<file path="config.mk">
export PLATFORM = sky130hd
export DESIGN_NAME = perf_monitor_regfile
export DESIGN_NICKNAME = d
export VERILOG_FILES = /design/src/rtl/perf_monitor_reg_pkg.sv /design/src/rtl/perf_monitor_counter.sv /design/src/rtl/perf_monitor_regfile.sv
export SDC_FILE = /design/constraint.sdc
export NUM_CORES = 1
export LEC_CHECK = 0
export ABC_AREA = 1
export CAP_MARGIN = 20
export CORE_UTILIZATION = 55
export CTS_CLUSTER_DIAMETER = 200
export DETAILED_ROUTE_END_ITERATION = 16
export PLACE_DENSITY = 0.83
export SYNTH_ARGS = -nofsm -noshare
export SYNTH_HDL_FRONTEND = slang
export SYNTH_HIERARCHICAL = 1
export SYNTH_SLANG_ARGS = --single-unit
</file>
<file path="constraint.sdc">
create_clock -name clk_i -period 3.6 [get_ports clk_i]
set_input_delay 0.72 -clock clk_i [delete_from_list [all_inputs] [get_ports clk_i]]
set_output_delay 0.72 -clock clk_i [all_outputs]
set_load 0.02 [all_outputs]
</file>
<file path="src/rtl/perf_monitor_reg_pkg.sv">
// Shared types, register offsets and helpers for the performance monitor register file.
package perf_monitor_reg_pkg;

    localparam int unsigned DATA_WIDTH = 32;

    localparam logic [31:0] OFF_CTRL     = 32'h0000_0000;
    localparam logic [31:0] OFF_STATUS   = 32'h0000_0004;
    localparam logic [31:0] OFF_CYCLE    = 32'h0000_0008;
    localparam logic [31:0] OFF_RSVD     = 32'h0000_000C;
    localparam logic [31:0] OFF_CNT_BASE = 32'h0000_0010;
    localparam int unsigned CNT_STRIDE   = 8;

    localparam int unsigned CTRL_EN_BIT     = 0;
    localparam int unsigned CTRL_CLR_BIT    = 1;
    localparam int unsigned CTRL_FREEZE_BIT = 2;
    localparam int unsigned CTRL_IRQ_EN_BIT = 3;

    // Field order matches the CTRL bit positions so the struct can be read out directly.
    typedef struct packed {
        logic irq_en;
        logic freeze_ovf;
        logic clr;
        logic en;
    } ctrl_reg_t;

    typedef enum logic {
        IDLE,
        RESP
    } fsm_state_e;

    typedef struct packed {
        logic [31:0] addr;
        logic        write;
        logic [31:0] wdata;
        logic [3:0]  wstrb;
        logic        valid;
    } perf_reg_req_t;

    typedef struct packed {
        logic [31:0] rdata;
        logic        error;
        logic        ready;
    } perf_reg_rsp_t;

    // Merge a write into an existing word, one byte lane per strobe bit.
    function automatic logic [31:0] apply_wstrb(input logic [31:0] old_value,
                                                input logic [31:0] new_value,
                                                input logic [3:0]  be);
        logic [31:0] result;
        result = old_value;
        for (int b = 0; b < 4; b++) begin
            if (be[b]) begin
                result[8*b +: 8] = new_value[8*b +: 8];
            end
        end
        return result;
    endfunction

    function automatic logic [31:0] evsel_offset(input int unsigned idx);
        return OFF_CNT_BASE + 32'(CNT_STRIDE * idx);
    endfunction

    function automatic logic [31:0] cnt_offset(input int unsigned idx);
        return OFF_CNT_BASE + 32'(CNT_STRIDE * idx) + 32'd4;
    endfunction

endpackage

</file>
<file path="src/rtl/perf_monitor_counter.sv">
// Single 32-bit counter with clear, byte-enabled load and increment (clear > load > inc).
module perf_monitor_counter
    import perf_monitor_reg_pkg::*;
(
    input  logic        clk,
    input  logic        rst_n,
    input  logic        clear,
    input  logic        load,
    input  logic [31:0] load_value,
    input  logic [3:0]  load_be,
    input  logic        inc,
    output logic [31:0] value,
    output logic        ovf
);

    // A wrap only counts as an overflow when the increment actually takes effect.
    assign ovf = inc && !clear && !load && (value == 32'hFFFF_FFFF);

    // Counter state update with fixed priority between the three sources.
    always_ff @(posedge clk) begin
        if (!rst_n) begin
            value <= '0;
        end else if (clear) begin
            value <= '0;
        end else if (load) begin
            value <= apply_wstrb(value, load_value, load_be);
        end else if (inc) begin
            value <= value + 32'd1;
        end
    end

endmodule

</file>
<file path="src/rtl/perf_monitor_regfile.sv">
// Register file and event counter bank for the bus performance monitor.
module perf_monitor_regfile
    import perf_monitor_reg_pkg::*;
#(
    parameter int unsigned NUM_COUNTERS = 4,
    parameter int unsigned NUM_EVENTS   = 8,
    parameter int unsigned CNT_WIDTH    = 32,
    parameter int unsigned ADDR_WIDTH   = 8,
    parameter type         reg_req_t    = perf_monitor_reg_pkg::perf_reg_req_t,
    parameter type         reg_rsp_t    = perf_monitor_reg_pkg::perf_reg_rsp_t
) (
    input  logic                  clk_i,
    input  logic                  rst_ni,
    input  reg_req_t              cfg_req_i,
    output reg_rsp_t              cfg_rsp_o,
    input  logic [NUM_EVENTS-1:0] ev_i,
    output logic                  irq_o
);

    fsm_state_e state_q;
    logic       ready_q;
    logic       error_q;
    logic [31:0] rdata_q;

    ctrl_reg_t  ctrl_q;
    logic [NUM_COUNTERS-1:0] status_q;
    logic [7:0] evsel_q [NUM_COUNTERS];
    logic       irq_q;

    logic [CNT_WIDTH-1:0] cnt_value [NUM_COUNTERS];
    logic [NUM_COUNTERS-1:0] cnt_ovf;
    logic [NUM_COUNTERS-1:0] cnt_inc;
    logic [NUM_COUNTERS-1:0] cnt_load;
    logic [CNT_WIDTH-1:0] cycle_value;
    logic       cycle_ovf_unused;
    logic       cycle_load;

    logic [31:0] req_addr;
    logic [31:0] req_wdata;
    logic [3:0]  req_wstrb;
    logic        req_write;
    logic        req_valid;

    logic        addr_ok;
    logic        sel_ctrl;
    logic        sel_status;
    logic        sel_cycle;
    logic [NUM_COUNTERS-1:0] sel_evsel;
    logic [NUM_COUNTERS-1:0] sel_cnt;
    logic [31:0] rd_value;

    logic        access;
    logic        wr_en;
    logic        ctrl_wr;
    logic        clr_pulse;
    logic [NUM_COUNTERS-1:0] status_w1c;
    logic [255:0] ev_ext;

    assign req_addr  = 32'(cfg_req_i.addr);
    assign req_wdata = 32'(cfg_req_i.wdata);
    assign req_wstrb = 4'(cfg_req_i.wstrb);
    assign req_write = cfg_req_i.write;
    assign req_valid = cfg_req_i.valid;

    assign access    = (state_q == IDLE) && req_valid;
    assign wr_en     = access && req_write && addr_ok;
    assign ctrl_wr   = wr_en && sel_ctrl && req_wstrb[0];
    assign clr_pulse = ctrl_wr && req_wdata[CTRL_CLR_BIT];
    assign status_w1c = (wr_en && sel_status && req_wstrb[0]) ? req_wdata[NUM_COUNTERS-1:0] : '0;
    assign ev_ext    = 256'(ev_i);

    // Address decode and read mux; anything unaligned, reserved or out of range is rejected.
    always_comb begin
        addr_ok    = 1'b0;
        sel_ctrl   = 1'b0;
        sel_status = 1'b0;
        sel_cycle  = 1'b0;
        sel_evsel  = '0;
        sel_cnt    = '0;
        rd_value   = '0;
        if ((req_addr[1:0] == 2'b00) && ((req_addr >> ADDR_WIDTH) == '0)) begin
            if (req_addr == OFF_CTRL) begin
                addr_ok  = 1'b1;
                sel_ctrl = 1'b1;
                rd_value = 32'(ctrl_q);
            end else if (req_addr == OFF_STATUS) begin
                addr_ok    = 1'b1;
                sel_status = 1'b1;
                rd_value   = 32'(status_q);
            end else if (req_addr == OFF_CYCLE) begin
                addr_ok   = 1'b1;
                sel_cycle = 1'b1;
                rd_value  = cycle_value;
            end
            for (int i = 0; i < int'(NUM_COUNTERS); i++) begin
                if (req_addr == evsel_offset(i)) begin
                    addr_ok      = 1'b1;
                    sel_evsel[i] = 1'b1;
                    rd_value     = {24'd0, evsel_q[i]};
                end
                if (req_addr == cnt_offset(i)) begin
                    addr_ok    = 1'b1;
                    sel_cnt[i] = 1'b1;
                    rd_value   = cnt_value[i];
                end
            end
        end
    end

    // Per-counter increment: selected event present this cycle and the selector in range.
    always_comb begin
        cnt_inc  = '0;
        cnt_load = '0;
        for (int i = 0; i < int'(NUM_COUNTERS); i++) begin
            cnt_inc[i]  = ctrl_q.en && (32'(evsel_q[i]) < NUM_EVENTS) && ev_ext[evsel_q[i]];
            cnt_load[i] = wr_en && sel_cnt[i] && (req_wstrb != 4'd0);
        end
    end

    assign cycle_load = wr_en && sel_cycle && (req_wstrb != 4'd0);

    genvar g;
    generate
        for (g = 0; g < NUM_COUNTERS; g++) begin : g_cnt
            perf_monitor_counter u_cnt (
                .clk        (clk_i),
                .rst_n      (rst_ni),
                .clear      (clr_pulse),
                .load       (cnt_load[g]),
                .load_value (req_wdata),
                .load_be    (req_wstrb),
                .inc        (cnt_inc[g]),
                .value      (cnt_value[g]),
                .ovf        (cnt_ovf[g])
            );
        end
    endgenerate

    perf_monitor_counter u_cycle (
        .clk        (clk_i),
        .rst_n      (rst_ni),
        .clear      (clr_pulse),
        .load       (cycle_load),
        .load_value (req_wdata),
        .load_be    (req_wstrb),
        .inc        (ctrl_q.en),
        .value      (cycle_value),
        .ovf        (cycle_ovf_unused)
    );

    // CTRL register; CLR never stores and a frozen overflow drops EN for the following cycles.
    always_ff @(posedge clk_i) begin
        if (!rst_ni) begin
            ctrl_q <= '0;
        end else begin
            if (ctrl_wr) begin
                ctrl_q.en         <= req_wdata[CTRL_EN_BIT];
                ctrl_q.freeze_ovf <= req_wdata[CTRL_FREEZE_BIT];
                ctrl_q.irq_en     <= req_wdata[CTRL_IRQ_EN_BIT];
            end
            ctrl_q.clr <= 1'b0;
            if (ctrl_q.freeze_ovf && (|cnt_ovf)) begin
                ctrl_q.en <= 1'b0;
            end
        end
    end

    // Sticky overflow flags: clear-all wins, then a fresh overflow beats a same-cycle W1C.
    always_ff @(posedge clk_i) begin
        if (!rst_ni) begin
            status_q <= '0;
        end else if (clr_pulse) begin
            status_q <= '0;
        end else begin
            status_q <= (status_q & ~status_w1c) | cnt_ovf;
        end
    end

    // Event selectors keep the low byte of whatever software writes.
    always_ff @(posedge clk_i) begin
        if (!rst_ni) begin
            for (int i = 0; i < int'(NUM_COUNTERS); i++) begin
                evsel_q[i] <= '0;
            end
        end else begin
            for (int i = 0; i < int'(NUM_COUNTERS); i++) begin
                if (wr_en && sel_evsel[i] && req_wstrb[0]) begin
                    evsel_q[i] <= req_wdata[7:0];
                end
            end
        end
    end

    // Interrupt level follows the enabled status with one register stage.
    always_ff @(posedge clk_i) begin
        if (!rst_ni) begin
            irq_q <= 1'b0;
        end else begin
            irq_q <= ctrl_q.irq_en && (|status_q);
        end
    end

    assign irq_o = irq_q;

    // Request/response handshake: accept in IDLE, present a one-cycle ready pulse in RESP.
    always_ff @(posedge clk_i) begin
        if (!rst_ni) begin
            state_q <= IDLE;
            ready_q <= 1'b0;
            error_q <= 1'b0;
            rdata_q <= '0;
        end else begin
            case (state_q)
                IDLE: begin
                    ready_q <= 1'b0;
                    if (req_valid) begin
                        state_q <= RESP;
                        ready_q <= 1'b1;
                        error_q <= !addr_ok;
                        rdata_q <= (addr_ok && !req_write) ? rd_value : '0;
                    end
                end
                RESP: begin
                    state_q <= IDLE;
                    ready_q <= 1'b0;
                end
                default: begin
                    state_q <= IDLE;
                    ready_q <= 1'b0;
                end
            endcase
        end
    end

    // Pack the response struct from the registered handshake state.
    always_comb begin
        cfg_rsp_o       = '0;
        cfg_rsp_o.rdata = rdata_q;
        cfg_rsp_o.error = error_q;
        cfg_rsp_o.ready = ready_q;
    end

endmodule
</file>
==> out/qor.yml, run 1 <==
crit_path_frequent_cell: "nor2_1"
avgRoutedWirePerCell_um: 20.4
die-area_um2: 33500
path_delay_family: "simple AND/OR/NAND/NOR gates"
path_buf_inv: 6
worstPathMaxFanout: 8
final_core_util_pct: 69.3
portBuffers: 114
reg2reg_depth: 17
firstDrtPassIters: 9
drt-initial-drc-count: 2637
worst_clock_skew_ps: 9.65
relSlewSlack_pct: 45.8
grt_pass1_vias: 20400
crit_slowest_cell: "clkdlybuf4s50_1"
fmax_ghz: 0.293
htreeDepth: 1
outcome: "completed"
syn_area_um2: 18000
r2r_start: "ready_q"
ios: 115
crit_required_ps: 4100
nets: 3264
die_h_um: 183
powerDensity_nw_per_um2: 276
hold_start: "rdata_q[9]"
cp-start-kind: "primary input"
syn_nets: 2989
fp.dieW_um: 183
cp.arrival_ps: 3910
path_cells: "clkdlybuf4s50_1, nor2_1, nand2_1, nor2_4, nand2_4, buf_4, nor4_1, buf_4, nand3_4, inv_1, o41ai_1, nor2_1, buf_4, inv_6, nand2_4, nor2_1, nand3_1, nor2_1, o41ai_1, nand2_1, a21oi_1"
min_period_over_period_pct: 94.8
r2r-end: "ctrl_q[0]"
cts_buffer_depth: 3
hold_viol: 0
rows: 65
grt-ovfl-total: 0
drive_gt1_share_pct: 14.5
hold_path_class: "flop to flop"
tightestPinTransition_ps: 811
grt_pass1_wl_mm: 113
drc_errors: 0
p_leak_nw: 8.49
cap_violations: 0
cts_tree: "yes"
cts-root-buf: "clkbuf_16"
crit_type: "primary input to flop"
vias_per_cell: 5.98
grt_max_degree: 36
syn_to_final_growth_pct: 22.5
cts_buffers: 28
gp_congestion: 1.11
vdd_drop_max_v: 0.000423
synthCells: 2904
reg2reg_slack_ps: 550
hold_depth: 2
wl_mm: 74.1
avgSynthCellArea_um2: 6.21
cts_sinks: 234
core_um2: 31900
power_w: 0.00610
hold_buffers: 0
setup_viol: 0
initial_core_util_pct: 56.6
antenna_found_initial: 2
period_minus_slack_ps: 3410
whs_endpoint: "rdata_q[9]"
dp_hpwl_mm: 57.1
track_usage_pct: 43.6
dr_total_vias: 21800
clk_pin_slew_ps: 70
clk_latency_ps: 570
slowest_delay_ps: 410
antenna_left: 0
slew_violations: 0
synth_warnings: 6
end_kind: "flop"
-- metrics by stage --
step / area (um^2) / instances / setup slack [ps] / TNS, ps / hold slack, ps
3_3_place_gp: 21100 / 3580 / -318 / -19620 / 452
5_1_grt: 22100 / 3637 / -16.0 / -22.0 / 484
3_5_place_dp: 21100 / 3580 / -380 / -34660 / 455
6_report: 22100 / 3641 / 187 / 0 / 464
2_1_floorplan: 18000 / 2904 / 279 / 0 / 429
4_1_cts: 22000 / 3632 / 198 / 0 / 463
-- cell type report --
class | count | area (um^2)
multi-input combinational | 2309 | 11400
fill | 2929 | 9800
sequential | 234 | 5000
timing repair buffer | 330 | 3060
inverter | 276 | 1070
clock buffer | 37 | 796
tap | 435 | 544
clock inverter | 15 | 154
antenna | 5 | 12.5
-- state kept, by name, summed over array words and instances, names as in the netlist --
register,flops
rdata_q,32
u_cycle/value,32
status_q,4
evsel_q,32
error_q,1
ctrl_q,3
ready_q,1
g_cnt.u_cnt/value,128
irq_o,1
-- cell usage in the layout (no fill, tap or decap), types with 6 or more instances in the layout --
master / instances
clkinv_1: 6
o21ai_1: 12
clkinv_2: 8
nand3_1: 244
inv_6: 6
nand2_1: 783
buf_12: 24
a21boi_0: 6
nand3_2: 14
nor2_8: 12
o22ai_1: 16
a21oi_1: 225
nand2_2: 23
nor2_2: 20
inv_1: 253
clkdlybuf4s50_1: 114
o21ai_0: 129
or2_0: 20
nor4_1: 7
a31oi_1: 8
dfxtp_1: 202
nor2_1: 527
nand3_4: 6
nand3b_1: 20
nand4_1: 12
edfxtp_1: 32
a21oi_4: 16
nor2_4: 31
nor3_1: 29
clkbuf_16: 29
a211oi_1: 34
buf_4: 192
o32ai_1: 10
nand2_4: 21
inv_2: 9
a21oi_2: 25
and2_1: 10
-- where the power goes --
| group | total, W | internal (W) | switching, W |
|---|---|---|---|
| Combinational | 0.000429 | 0.000157 | 0.000272 |
| Sequential | 0.00268 | 0.00266 | 0.0000178 |
| Clock | 0.00299 | 0.00176 | 0.00123 |
| Total | 0.00610 | 0.00458 | 0.00152 |
-- worst max path at each step --
stage	from	endpoint	cells past startpoint
after floorplan	cfg_req_i[69]	g_cnt[0].u_cnt/value[11]	16
after global placement	cfg_req_i[47]	ctrl_q[0]	19
after detailed placement	cfg_req_i[47]	ctrl_q[0]	19
after CTS	cfg_req_i[47]	ctrl_q[0]	19
after global routing	cfg_req_i[69]	u_cycle/value[0]	25
final	cfg_req_i[69]	ctrl_q[0]	21
-- what timing repair did --
action | 4_1_cts | 5_1_grt
endpoints found under the setup margin | 0 | 32
buffers inserted | 0 | 4
resized for setup | 0 | 5
-- routing by layer --
layer,vias up,routed length (um),track usage [%],share of wire [%]
li1,10000,-,-,-
met1,10100,28500,55.9,38
met2,1426,32500,70.3,44
met3,270,9380,9.17,13
met4,0,3690,19.6,5.0
met5,-,0,0,0
-- worst reg2reg max path: stages, from the launching register on --
cell      delay (ps)
dfxtp_1          340
nor2_2           160
clkinv_1         220
nor4_1           410
buf_4            240
nand3_4           90
inv_1             70
o41ai_1          110
nor2_1           190
buf_4            170
inv_6             30
nand2_4          100
nor2_1            60
nand3_1           80
nor2_1           110
o41ai_1          370
nand2_1          100
a21oi_1          120
(Power assumes the default switching activity.)
==> run 2, diff against run 1 <==
--- a/config.mk
+++ b/config.mk
@@ -10,7 +10,9 @@
 export CORE_UTILIZATION = 55
 export CTS_CLUSTER_DIAMETER = 200
 export DETAILED_ROUTE_END_ITERATION = 16
-export PLACE_DENSITY = 0.83
+export PLACE_DENSITY = 0.78
+export SETUP_SLACK_MARGIN = 0.3
+export SLEW_MARGIN = 20
 export SYNTH_ARGS = -nofsm -noshare
 export SYNTH_HDL_FRONTEND = slang
 export SYNTH_HIERARCHICAL = 1
==> run 2 against run 1 <==
First-iteration DRC count up 8.0%. Largest cell class unchanged. Highest routed layer is now met5. Via count up 0.13%. Fmax up 4.1%. Routed wire length up 1.4%.
==> out/qor.yml, run 2 (synthesis results as in run 1) <==
wl_mm: 75.1  # was 74.1 mm
worst_clock_skew_ps: 28.6  # was 9.65 ps
track_usage_pct: 43.7  # was 43.6%
hold_buffers: 0  # unchanged
htreeDepth: 1  # unchanged
die-area_um2: 33500  # unchanged
cp-start-kind: "primary input"  # unchanged
cts_buffer_depth: 3  # unchanged
fin_ws_ps: 322  # was 187 ps
p_leak_nw: 8.64  # was 8.49 nW
cts_buffers: 27  # was 28
power_w: 0.00587  # was 0.00610 W
grt_pass1_vias: 20100  # was 20400
drt-initial-drc-count: 2849  # was 2637
clk_pin_slew_ps: 70  # about the same
firstDrtPassIters: 8  # was 9
hold_viol: 0  # unchanged
dp_slack_ps: -447  # was -380 ps
dp_hpwl_mm: 56.7  # was 57.1 mm
grt_pass1_wl_mm: 113  # about the same
portBuffers: 114  # unchanged
fmax_ghz: 0.305  # was 0.293 GHz
tightestPinTransition_ps: 779  # was 811 ps
largest_reg_flops: 128  # unchanged
relSlewSlack_pct: 47.9  # was 45.8%
end_kind: "flop"  # unchanged
crit_required_ps: 4090  # was 4100 ps
cts_tree: "yes"  # unchanged
multi_input_area_um2: 11600  # was 11400 um^2
clk_latency_ps: 570  # about the same
final_core_util_pct: 69.6  # was 69.3%
final_cell_mix: "nand2_1 (780), nor2_1 (518), inv_1 (250), nand3_1 (243), a21oi_1 (224)"  # was nand2_1 (783), nor2_1 (527), inv_1 (253), nand3_1 (244), a21oi_1 (225)
cts_sinks: 234  # unchanged
nets: 3263  # was 3264
outcome: "completed"  # unchanged
grt_max_degree: 36  # unchanged
gp_congestion: 1.04  # was 1.11
vdd_drop_max_v: 0.000456  # was 0.000423 V
vias_per_cell: 5.99  # was 5.98
antenna_left: 0  # unchanged
rsz0062_at_grt: "true"
ios: 115  # unchanged
antenna_found_initial: 3  # was 2
syn_to_final_growth_pct: 23.1  # was 22.5%
final_common_cell: "nand2_1"  # unchanged
avgRoutedWirePerCell_um: 20.7  # was 20.4 um
drc_errors: 0  # unchanged
die_h_um: 183  # unchanged
cap_violations: 0  # unchanged
fp.dieW_um: 183  # unchanged
initial_core_util_pct: 56.6  # unchanged
crit_type: "primary input to flop"  # unchanged
worstPathMaxFanout: 5  # was 8
dp_cells: 3571  # was 3580
min_period_over_period_pct: 91.0  # was 94.8%
fillerInstances: 2849  # was 2929
period_minus_slack_ps: 3280  # was 3410 ps
slew_violations: 0  # unchanged
core_um2: 31900  # unchanged
grt-ovfl-total: 0  # unchanged
dr_total_vias: 21800  # about the same
seq_area_um2: 5000  # unchanged
regMostFlops: "g_cnt.u_cnt/value"  # unchanged
hold_path_class: "flop to flop"  # unchanged
setup_viol: 0  # unchanged
rows: 65  # unchanged
final_cells: 3637  # was 3641
cts-root-buf: "clkbuf_16"  # unchanged
cp.arrival_ps: 3770  # was 3910 ps
powerDensity_nw_per_um2: 265  # was 276 nW/um^2
drive_gt1_share_pct: 15.0  # was 14.5%
[run 2: changes by cell type in the layout (fill, tap and decap cells not counted), sizes merged]
cell           before  now
buf               216  215
bufinv              3    2
clkbuf             37   32
clkdlybuf4s50     114   93
clkinv             14   18
diode               5    3
dlymetal6s2s        0   21
nor2              590  591
[run 2: layout make-up]
class | count | area share [%]
multi-input cells | 2310 | 52.2
flip-flops and latches | 234 | 22.6
repair buffers | 329 | 14.0
inverters | 276 | 4.90
clock buffers | 32 | 3.17
well taps | 435 | 2.45
clock inverters | 18 | 0.677
diodes | 3 | 0.0338
[run 2: metrics by stage]
step	setup TNS, ps	hold WS [ps]	instance area [um^2]
finish	0	465	22200
global route	0	481	22200
CTS	0	467	21900
detailed placement	-41140	458	21000
global placement	-18810	453	21000
floorplan	0	429	18000
[run 2: power by group]
group | internal [W] | leakage [nW] | switching, W | total [W]
clock | 0.00154 | 0.424 | 0.00121 | 0.00275
combinational | 0.000152 | 6.28 | 0.000289 | 0.000441
sequential | 0.00266 | 1.93 | 0.0000170 | 0.00268
[run 2: critical path, cell delays in order]
cell	delay (ps)
clkdlybuf4s50_1	420
inv_1	70
nand2_1	110
nor2_1	210
nand2_1	120
inv_2	120
nand4_1	180
nand3_2	140
nor2_4	60
nand2_8	70
nand3_4	80
inv_2	90
o41ai_4	120
nor2_1	140
buf_4	140
inv_6	30
nand2_4	50
nor2_2	40
nand3_1	80
nor2_1	50
buf_4	160
o41ai_2	340
nand2_1	110
a21oi_2	120
[run 2: path summary, 6_finish.rpt]
kind	startpoint	endpoint	slack [ps]	cells past startpoint
hold / removal	rdata_q[25]	rdata_q[25]	460	2
setup / recovery	cfg_req_i[45]	ctrl_q[0]	320	24
setup reg to reg	ready_q	ctrl_q[0]	750	18
hold reg to reg	rdata_q[25]	rdata_q[25]	460	2
[run 2: layer usage]
layer  part of all wire, %  track usage, %  routed length (um)  vias to the layer above
met1                    38            56.0               28300                    10100
li1                      -               -                   -                    10000
met2                    44            69.3               33200                     1359
met5                 0.045               0                  34                        -
met3                    13            9.45                9400                      279
met4                   5.5            21.6                4140                        4
[run 2: timing repair]
item,4_1_cts,5_1_grt
setup buffers,2,10
pin swaps,4,37
cloned,1,0
endpoints found under the setup margin,65,160
resized for setup,9,64
